--- src/rtl/fsk_pkg.sv ---
// Shared constants, defaults and state type for the FSK demodulator.
package fsk_pkg;

    localparam logic [15:0] MIDSCALE = 16'd32768;

    localparam int unsigned NB_DEF       = 256;
    localparam int unsigned IDLE_MIN_DEF = 64;
    localparam int unsigned ONE_MAX_DEF  = 2;
    localparam int unsigned ZERO_MAX_DEF = 6;

    localparam int unsigned        XCNT_W   = 4;
    localparam logic [XCNT_W-1:0]  XCNT_MAX = '1;

    typedef enum logic [1:0] {
        IDLE_WAIT = 2'd0,
        ARMED     = 2'd1,
        RX_BIT    = 2'd2,
        DONE      = 2'd3
    } state_t;

endpackage

--- src/rtl/fsk_cross_det.sv ---
// Sample register, sign-bit crossing pulse and saturating midscale run counter.
module fsk_cross_det
    import fsk_pkg::*;
#(
    parameter int unsigned IDLE_MIN = IDLE_MIN_DEF
) (
    input  logic        clk_i,
    input  logic        rst_i,
    input  logic [15:0] sample_i,
    input  logic        run_clr_i,
    output logic        cross_c_o,
    output logic        mid_c_o,
    output logic        idle_o
);

    localparam int unsigned RUN_W = $clog2(IDLE_MIN + 1);

    logic [15:0]      prev_sample_q;
    logic [RUN_W-1:0] run_cnt_q, run_cnt_d;
    logic             idle_q, idle_d;

    assign cross_c_o = sample_i[15] ^ prev_sample_q[15];
    assign mid_c_o   = (sample_i == MIDSCALE);
    assign idle_o    = idle_q;

    // idle_q mirrors run_cnt_q == IDLE_MIN so the FSM sees a registered flag
    always_comb begin
        run_cnt_d = '0;
        if (!run_clr_i && mid_c_o) begin
            run_cnt_d = (run_cnt_q == RUN_W'(IDLE_MIN)) ? run_cnt_q : run_cnt_q + RUN_W'(1);
        end
        idle_d = (run_cnt_d == RUN_W'(IDLE_MIN));
    end

    always_ff @(posedge clk_i or posedge rst_i) begin
        if (rst_i) begin
            prev_sample_q <= MIDSCALE;
            run_cnt_q     <= '0;
            idle_q        <= 1'b0;
        end else begin
            prev_sample_q <= sample_i;
            run_cnt_q     <= run_cnt_d;
            idle_q        <= idle_d;
        end
    end

endmodule

--- src/rtl/fsk_demodulator.sv ---
// Crossing-count FSK demodulator: idle-qualified 8-bit LSB-first frames of NB samples per bit.
// Define FSK_DEMOD_FRAME_ERR_EN to enable the sticky frame error flag.
module fsk_demodulator
    import fsk_pkg::*;
#(
    parameter int unsigned NB       = NB_DEF,
    parameter int unsigned IDLE_MIN = IDLE_MIN_DEF,
    parameter int unsigned ONE_MAX  = ONE_MAX_DEF,
    parameter int unsigned ZERO_MAX = ZERO_MAX_DEF
) (
    input  logic        CLOCK_50,
    input  logic        reset,
    input  logic [15:0] signal,
    output logic [7:0]  data_out,
    output logic        data_valid,
    output logic        frame_err
);

    localparam int unsigned WIN_W = (NB > 1) ? $clog2(NB) : 1;

    state_t            state_q, state_d;
    logic [WIN_W-1:0]  win_cnt_q, win_cnt_d;
    logic [XCNT_W-1:0] xcnt_q, xcnt_d, xcnt_inc;
    logic [2:0]        bit_idx_q, bit_idx_d;
    logic [7:0]        shift_q, shift_d;
    logic [7:0]        data_out_q, data_out_d;
    logic              data_valid_q, data_valid_d;
    logic              cross_c, mid_c, idle, win_last, bad_c, bit_val;

    fsk_cross_det #(
        .IDLE_MIN (IDLE_MIN)
    ) u_cross_det (
        .clk_i     (CLOCK_50),
        .rst_i     (reset),
        .sample_i  (signal),
        .run_clr_i (state_q == DONE),
        .cross_c_o (cross_c),
        .mid_c_o   (mid_c),
        .idle_o    (idle)
    );

    // Closing sample's crossing is folded in before the window decision
    assign xcnt_inc = (cross_c && (xcnt_q != XCNT_MAX)) ? xcnt_q + XCNT_W'(1) : xcnt_q;
    assign win_last = (win_cnt_q == WIN_W'(NB - 1));
    assign bad_c    = (xcnt_inc == '0) || (32'(xcnt_inc) > ZERO_MAX);
    assign bit_val  = !bad_c && (32'(xcnt_inc) <= ONE_MAX);

    always_ff @(posedge CLOCK_50 or posedge reset) begin
        if (reset) state_q <= IDLE_WAIT;
        else       state_q <= state_d;
    end

    always_comb begin
        state_d = state_q;
        case (state_q)
            IDLE_WAIT: if (idle) state_d = ARMED;
            ARMED:     if (!mid_c) state_d = RX_BIT;
            RX_BIT: begin
                if (idle)                                 state_d = ARMED;
                else if (win_last && bit_idx_q == 3'd7)   state_d = DONE;
            end
            DONE:      state_d = IDLE_WAIT;
            default:   state_d = IDLE_WAIT;
        endcase
    end

    // The arming sample is sample 0 of bit 0; its step out of midscale is not a data crossing
    always_comb begin
        win_cnt_d    = win_cnt_q;
        xcnt_d       = xcnt_q;
        bit_idx_d    = bit_idx_q;
        shift_d      = shift_q;
        data_out_d   = data_out_q;
        data_valid_d = 1'b0;
        case (state_q)
            ARMED: begin
                if (!mid_c) begin
                    win_cnt_d = WIN_W'(1);
                    xcnt_d    = '0;
                    bit_idx_d = '0;
                end
            end
            RX_BIT: begin
                if (!idle) begin
                    if (win_last) begin
                        shift_d[bit_idx_q] = bit_val;
                        win_cnt_d          = '0;
                        xcnt_d             = '0;
                        bit_idx_d          = bit_idx_q + 3'd1;
                        if (bit_idx_q == 3'd7) begin
                            data_out_d   = shift_d;
                            data_valid_d = 1'b1;
                        end
                    end else begin
                        win_cnt_d = win_cnt_q + WIN_W'(1);
                        xcnt_d    = xcnt_inc;
                    end
                end
            end
            default: ;
        endcase
    end

    always_ff @(posedge CLOCK_50 or posedge reset) begin
        if (reset) begin
            win_cnt_q    <= '0;
            xcnt_q       <= '0;
            bit_idx_q    <= '0;
            shift_q      <= '0;
            data_out_q   <= '0;
            data_valid_q <= 1'b0;
        end else begin
            win_cnt_q    <= win_cnt_d;
            xcnt_q       <= xcnt_d;
            bit_idx_q    <= bit_idx_d;
            shift_q      <= shift_d;
            data_out_q   <= data_out_d;
            data_valid_q <= data_valid_d;
        end
    end

    assign data_out   = data_out_q;
    assign data_valid = data_valid_q;

`ifdef FSK_DEMOD_FRAME_ERR_EN
    logic err_q, err_d;
    logic frame_err_q, frame_err_d;

    // Sticky across the frame, presented alongside the data strobe
    always_comb begin
        err_d       = err_q;
        frame_err_d = 1'b0;
        case (state_q)
            ARMED: if (!mid_c) err_d = 1'b0;
            RX_BIT: begin
                if (!idle && win_last) begin
                    err_d = err_q | bad_c;
                    if (bit_idx_q == 3'd7) frame_err_d = err_q | bad_c;
                end
            end
            DONE:    err_d = 1'b0;
            default: ;
        endcase
    end

    always_ff @(posedge CLOCK_50 or posedge reset) begin
        if (reset) begin
            err_q       <= 1'b0;
            frame_err_q <= 1'b0;
        end else begin
            err_q       <= err_d;
            frame_err_q <= frame_err_d;
        end
    end

    assign frame_err = frame_err_q;
`else
    assign frame_err = 1'b0;
`endif

endmodule

--- config.mk ---
export PLATFORM = sky130hd
export DESIGN_NAME = fsk_demodulator
export DESIGN_NICKNAME = d
export VERILOG_FILES = /design/src/rtl/fsk_pkg.sv /design/src/rtl/fsk_cross_det.sv /design/src/rtl/fsk_demodulator.sv
export SDC_FILE = /design/constraint.sdc
export NUM_CORES = 1
export LEC_CHECK = 0
export ABC_AREA = 1
export BUFFER_PORTS_ARGS = -buffer_cell sky130_fd_sc_hd__buf_2
export CORE_MARGIN = 4
export CORE_UTILIZATION = 50
export CTS_CLUSTER_SIZE = 20
export DETAILED_ROUTE_END_ITERATION = 12
export GPL_TIMING_DRIVEN = 0
export PLACE_DENSITY = 0.73
export SETUP_SLACK_MARGIN = 0.2
export SLEW_MARGIN = 20
export SYNTH_ARGS = -nofsm -noshare
export SYNTH_HDL_FRONTEND = slang
export SYNTH_SLANG_ARGS = --single-unit
--- constraint.sdc ---
create_clock -name CLOCK_50 -period 1.4 [get_ports CLOCK_50]
set_input_delay 0.14 -clock CLOCK_50 [delete_from_list [all_inputs] [get_ports CLOCK_50]]
set_output_delay 0.14 -clock CLOCK_50 [all_outputs]
set_load 0.01 [all_outputs]
**Word level (Yosys, flattened, before mapping)**

Index checks and enable logic that the tools add are counted.

- Bitwise operators: 2
- Equality and inequality tests: 14
- Mux-type cells: 27
- Reductions and logical operators: 16
- Order comparisons: 4
- Add/sub/neg operators: 4

Operators with widths:

| cell | number |
|---|---|
| 2-to-1 mux 8 bit | 3 |
| == test 16 bit, second input constant | 1 |
| 2-to-1 mux 4 bit | 4 |
| case mux 8 bit (2 select lines) | 1 |
| == test 7 bit, second input constant | 2 |
| 2-to-1 mux 7 bit | 2 |
| 2-to-1 mux 3 bit | 3 |
| AND reduction 3 bit | 3 |
| adder 8 x 1 -> 8 bit, second input constant | 1 |
| bitwise mux 8 bit | 1 |
| == test 8 bit, second input constant | 1 |
| 2-to-1 mux 2 bit | 4 |
| case mux 2 bit (4 select lines) | 1 |
| case mux 4 bit (2 select lines) | 1 |
| AND reduction 4 bit | 2 |
| adder 7 x 1 -> 7 bit, second input constant | 1 |
| inequality test 2 bit, second input constant | 3 |
| case mux 3 bit (2 select lines) | 1 |
| logical AND 1 bit | 5 |
| 2-to-1 mux 1 bit | 5 |
| adder 4 x 1 -> 4 bit, second input constant | 1 |
| == test 2 bit, second input constant | 2 |
| > comparator 4 x 3 -> 1 bit, second input constant | 1 |
| <= comparator 4 x 2 -> 1 bit, second input constant | 1 |
| other kinds (16) | 17 |

- Flip-flop bits (word level): 58
- Logic and storage cells: 77
- Output and inout bits: 10

**Longest topological paths before layout**

- Word-level depth: 8
- Gate-level depth with buffers: 11
- Depth with buffers taken out: 11

**Modules after synthesis**

From an unflattened synthesis, not the netlist that was laid out.

- Cell total of the unflattened synthesis: 314
- Area, all modules: 2489.9 sq um

By module, submodules not included:

| module | seq. area each (sq um) | cells each | area each (sq um) | instances |
|---|---|---|---|---|
| fsk_demodulator | 850.8 | 233 | 1896.8 | 1 |
| fsk_cross_det | 226.5 | 81 | 593.1 | 1 |

**Worst setup path before layout**

Ideal clock, no wire load.

- Path type: register -> register
- Start: reg win_cnt_q[0]
- End: reg bit_idx_q[0]
- Clock period less this slack: 1536 ps
- Library setup time: 76 ps
- Data required time: 1324 ps
- Buffers on the path: 0
- Slack: -136 ps
- Arrival time: 1459 ps
- Cell stages (with the launch flop): 10
- Cell sequence: dfrtp_1 ha_1 nand2_2 nor2_4 nand2_2 nor3_4 nand2_4 clkinv_2 nand2_1 o21ai_1

- Word-level cells in the longest chain between the ends: 3

Ends and longest elaborated chain:

| element | line | text |
|---|---|---|
| start: declaration | fsk_demodulator.sv:22 | `logic [WIN_W-1:0] win_cnt_q, win_cnt_d;` |
| start signal: assignment | fsk_demodulator.sv:113 | `win_cnt_q <= win_cnt_d;` |
| == test 8 bit | fsk_demodulator.sv:44 | `assign win_last = (win_cnt_q == WIN_W'(NB - 1));` |
| inequality test 2 bit (no source line) | n/a |  |
| AND reduction 4 bit (no source line) | n/a |  |
| end signal: assignment | fsk_demodulator.sv:115 | `bit_idx_q <= bit_idx_d;` |
| end: declaration | fsk_demodulator.sv:24 | `logic [2:0] bit_idx_q, bit_idx_d;` |

No other way between the ends.
A chain may end at the register's enable or synchronous reset.

**Worst setup path in the final report**

- Start: reg xcnt_q[0]
- End: reg data_out_q[3] (netlist: data_out[3])

- Word-level cells in the longest chain between the ends: 8
- Elaborated cells on any way between the ends: 11
- Classes of those cells: add/sub (1); order compare (2); eq/ne (1); mux (2); reduce/logical (5)

Ends and longest elaborated chain:

| element | line | text |
|---|---|---|
| start: declaration | fsk_demodulator.sv:23 | `logic [XCNT_W-1:0] xcnt_q, xcnt_d, xcnt_inc;` |
| start signal: assignment | fsk_demodulator.sv:114 | `xcnt_q <= xcnt_d;` |
| branches (longest 2 deep; another with adder 4 x 1 -> 4 bit) | n/a |  |
| 2-to-1 mux 4 bit * | fsk_demodulator.sv:43 | `assign xcnt_inc = (cross_c && (xcnt_q != XCNT_MAX)) ? xcnt_q + XCNT_W'(1) : xcnt_q;` |
| > comparator 4 x 3 -> 1 bit / logical NOT 4 bit (equally long branches) | fsk_demodulator.sv:45 | `assign bad_c = (xcnt_inc == '0) \|\| (32'(xcnt_inc) > ZERO_MAX);` |
| logical OR 1 bit | fsk_demodulator.sv:45 |  |
| logical NOT 1 bit | fsk_demodulator.sv:46 | `assign bit_val = !bad_c && (32'(xcnt_inc) <= ONE_MAX);` |
| logical AND 1 bit * | fsk_demodulator.sv:46 |  |
| bitwise mux 8 bit * | fsk_demodulator.sv:86 | `shift_d[bit_idx_q] = bit_val;` |
| end signal: assignment | fsk_demodulator.sv:117 | `data_out_q <= data_out_d;` |
| end: declaration | fsk_demodulator.sv:26 | `logic [7:0] data_out_q, data_out_d;` |

Mark *: on every way between the ends.

==> parameters.txt <==
Parameter                              Value

GRT
  Antenna violations before repair    0
  Maximum number of pins on one net before global-route repair    23
  Total global routing overflow    0
  First-pass GRT wire length    9840 um
  Global-route usage over all layers    20.3%
  Via count of the first global-routing pass    2287

STA
  Slew margin rel.    65.9%
  Fin crit period    1.71 ns
  Period utilization    122%
  Maximum clock rate    586 MHz
  Number of slew-limit violations in the final report    0
  Total setup violations reported at the end of the flow    31
  Worst-margin pin slew    0.511 ns
  Final Hold Slack    0.402 ns
  Worst clock skew    0.0102 ns
  Unrepaired setup endpoints after global routing    yes
  Final worst-path setup slack    -0.306 ns
  Final TNS setup    -6.23 ns
  Hold violation count in the final report    0

Synth
  Number of enable-type register cells in the synthesized netlist    0
  Ys async rst share    100%
  Area of the mapped netlist    2410 um2
  Gate count of the mapped netlist    317
  Syn avg cell area    7.62 um2
  Count of synthesis-stage warnings from yosys    0
  Syn nets    341
  Flip-flop and latch count after synthesis    43
  Synth top area cells    sky130_fd_sc_hd__dfrtp_1 44%, sky130_fd_sc_hd__nand2_1 18%, sky130_fd_sc_hd__inv_1 5.8%, sky130_fd_sc_hd__nand3_1 5.2%, sky130_fd_sc_hd__nor2_1 4.7%
  Dominant register cell in the synthesized netlist    sky130_fd_sc_hd__dfrtp_1
  Seq/Total Area, Yosys    44.6%
  Most area-hungry cell type in the Yosys netlist    sky130_fd_sc_hd__dfrtp_1
  Number of distinct library cells after synthesis    31
  Area fraction of the dominant cell type after synthesis    43.5%

Routing
  Wire length reported by the detailed router    6330 um
  Via count    2357
  Count of TritonRoute iterations in the first routing pass    7
  Detailed-route wire length per cell    14.0 um
  Initial DRC Count    131
  Number of DRC violations after detailed routing    0
  Remaining antenna violation count    0
  Drt via density    5.21

Final layout
  Final cell utilization of the core    73.5%
  Antenna Cells    0
  Growth of design area from synthesis to finish    42.7%
  Fill cells    342
  Net total in the final layout    422
  FF+latch area    1080 um2
  Multi-input gate area in the final layout    1470 um2
  Commonest cells after routing, fill and taps aside    85 x sky130_fd_sc_hd__nand2_1, 40 x sky130_fd_sc_hd__dfrtp_1, 31 x sky130_fd_sc_hd__inv_1
  Layout cell share with drive strength beyond 1    42.2%
  Leading cell type in the layout, fill and taps excluded    sky130_fd_sc_hd__nand2_1

Min path
  Min-Delay Path Class    in -> reg
  Hold-critical path depth    8

Place
  Placer Congestion    0.860
  Number of buffers added on ports    26
  Half-perimeter wire length after detailed placement    3390 um

Floorplan
  Number of top-level design ports    28
  Horizontal die dimension    77.5 um
  Rows    25
  Initial Utilization    51.5%
  DIE AREA    6010 um2
  Die H    77.5 um
  Core footprint    4690 um2

Critical path
  Delay of the slowest critical-path stage    0.43 ns
  Max FO, Critical Path    8
  Crit. End Element    register
  Required time reported for the critical path endpoint    1.63 ns
  Slowest-stage cell, CP    sky130_fd_sc_hd__dfrtp_2
  Type of origin of the critical path    register
  CP Class    reg -> reg
  Critical Path, Cell by Cell    ha_4 -> nand3_4 -> nand3_4 -> nand2_4 -> nand2_4 -> nor2_4 -> nand3_2 -> nand2_2 -> nand2_1 -> nand2_1
  Number of cell instances on the worst register-to-register path    10
  Arrival time of the worst setup path    1.94 ns

Status
  Run status    complete, but fails checks
  Violations in the final reports    negative setup slack

Clock tree
  CTS Buffer Depth    2
  Source-to-sink clock delay at the later pin of the worst-skew pair    0.30 ns
  Reg clk slew, reported paths    0.08 ns
  Number of buffers added by the clock tree synthesis step    5
  Clock net sink count    43
  Number of levels in the clock H-tree    2
  Clock root buffer    sky130_fd_sc_hd__clkbuf_8
  Clock tree from TritonCTS    yes

Pwr
  Post-route total power    3.09 mW
  VDD IR max    659 uV
  Fraction of power consumed by the clock network    26.1%
  Switching component of the power    1.05 mW
  Total internal power    2.04 mW
  PD cells    896 nW/um2
  Combinational group share of total power    29.0%
  Switching fraction of total power    34.1%
  Leak Pwr    1.67 nW
  Sequential share of power    44.9%

Run
  Max capacitance violation total    0
-- final cells by class --
type | instances | share of cell area (%)
Multi-Input combinational cell | 232 | 42.6
Sequential cell | 43 | 31.3
Timing Repair Buffer | 71 | 15.5
Inverter | 42 | 5.30
Clock buffer | 6 | 2.40
Tap cell | 54 | 1.96
Buffer | 2 | 0.544
Clock inverter | 1 | 0.145
Timing Repair inverter | 1 | 0.145
-- metrics by stage --
step	instances	worst slack (ns)	cell area, um2
finish	452	-0.306	3450
global route	452	-0.375	3450
CTS	435	-0.186	3130
detailed placement	398	-0.399	2660
global placement	397	-0.378	2630
floorplan	317	-0.132	2430
-- cell usage after synthesis (2+ instances only) --
cell	number
sky130_fd_sc_hd__nand2_1	114
sky130_fd_sc_hd__dfrtp_1	42
sky130_fd_sc_hd__inv_1	37
sky130_fd_sc_hd__nor2_1	30
sky130_fd_sc_hd__nand3_1	25
sky130_fd_sc_hd__nor3_1	9
sky130_fd_sc_hd__xor2_1	9
sky130_fd_sc_hd__ha_1	6
sky130_fd_sc_hd__nand4_1	5
sky130_fd_sc_hd__o21ai_0	5
sky130_fd_sc_hd__nand2_2	4
sky130_fd_sc_hd__inv_2	3
sky130_fd_sc_hd__nor2_4	3
sky130_fd_sc_hd__o22ai_1	3
sky130_fd_sc_hd__a21oi_1	2
sky130_fd_sc_hd__buf_4	2
sky130_fd_sc_hd__nand2_4	2
sky130_fd_sc_hd__nand3_2	2
sky130_fd_sc_hd__o21ai_1	2
-- power groups by stage --
stage	Clock (mW)	Combinational [mW]	Sequential, mW
2_1_floorplan	0	0.451	1.38
3_3_place_gp	0	0.557	1.39
3_5_place_dp	0	0.580	1.40
4_1_cts	0.813	0.795	1.38
5_1_grt	0.864	0.979	1.40
6_report	0.806	0.894	1.39
-- critical path: cells and delay by family, from the launching register on --
kind,cells,cell delay [ns]
fa+ha+maj,1,0.18
flops,1,0.43
simple gates,9,1.03
-- layer usage --
metal  part of all wire [%]  up-vias  GRT usage [%]
met1                     41     1128           25.4
met4                    2.6        0           9.07
met5                      0        -              0
li1                       -     1157              -
met2                     53       55           34.1
met3                    3.2       17           3.83
-- timing repair --
item	CTS	global route
hold endpoints to repair	22	0
setup endpoints to repair	36	40
buffers inserted	26	16
gates resized for setup	39	57
hold buffers	2	0
gates cloned	2	1
pin swaps	27	44
-- path summary, 6_finish.rpt --
| path | startpoint | endpoint | slack (ns) |
|---|---|---|---|
| worst min register to register | data_out[2]$_DFFE_PP0P_ | data_out[2]$_DFFE_PP0P_ | 0.48 |
| worst max register to register | xcnt_q[0]$_DFFE_PP0P_ | data_out[3]$_DFFE_PP0P_ | -0.31 |
| max in group asynchronous | reset | u_cross_det.prev_sample_q[15]$_DFF_PP1_ | 0.44 |
| worst max-delay path | xcnt_q[0]$_DFFE_PP0P_ | data_out[3]$_DFFE_PP0P_ | -0.31 |
| min in group asynchronous | reset | bit_idx_q[2]$_DFFE_PP0P_ | 0.41 |
| worst min-delay path | signal[0] | state_q[0]$_DFFE_PP0P_ | 0.40 |
-- cells by family (layout without fill, tap and decap cells) --
kind of cell / after synthesis / in the layout / share of synthesized area [%]
flops: 43 / 43 / 44.6
fa+ha+maj: 6 / 6 / 3.11
simple gates: 199 / 201 / 37.7
compound gates: 15 / 15 / 3.73
buf+inv: 44 / 123 / 7.41
xor+xnor: 9 / 9 / 3.26
other cells: 1 / 1 / 0.155
-- sequential cells by signal, indices dropped and copies added, names as in the netlist, 2 cells and up --
name                   cells
bit_idx_q                  3
data_out                   8
shift_q                    8
state_q                    2
u_cross_det.run_cnt_q      7
win_cnt_q                  8
xcnt_q                     4
No activity file was read; power rests on OpenSTA's default activity.
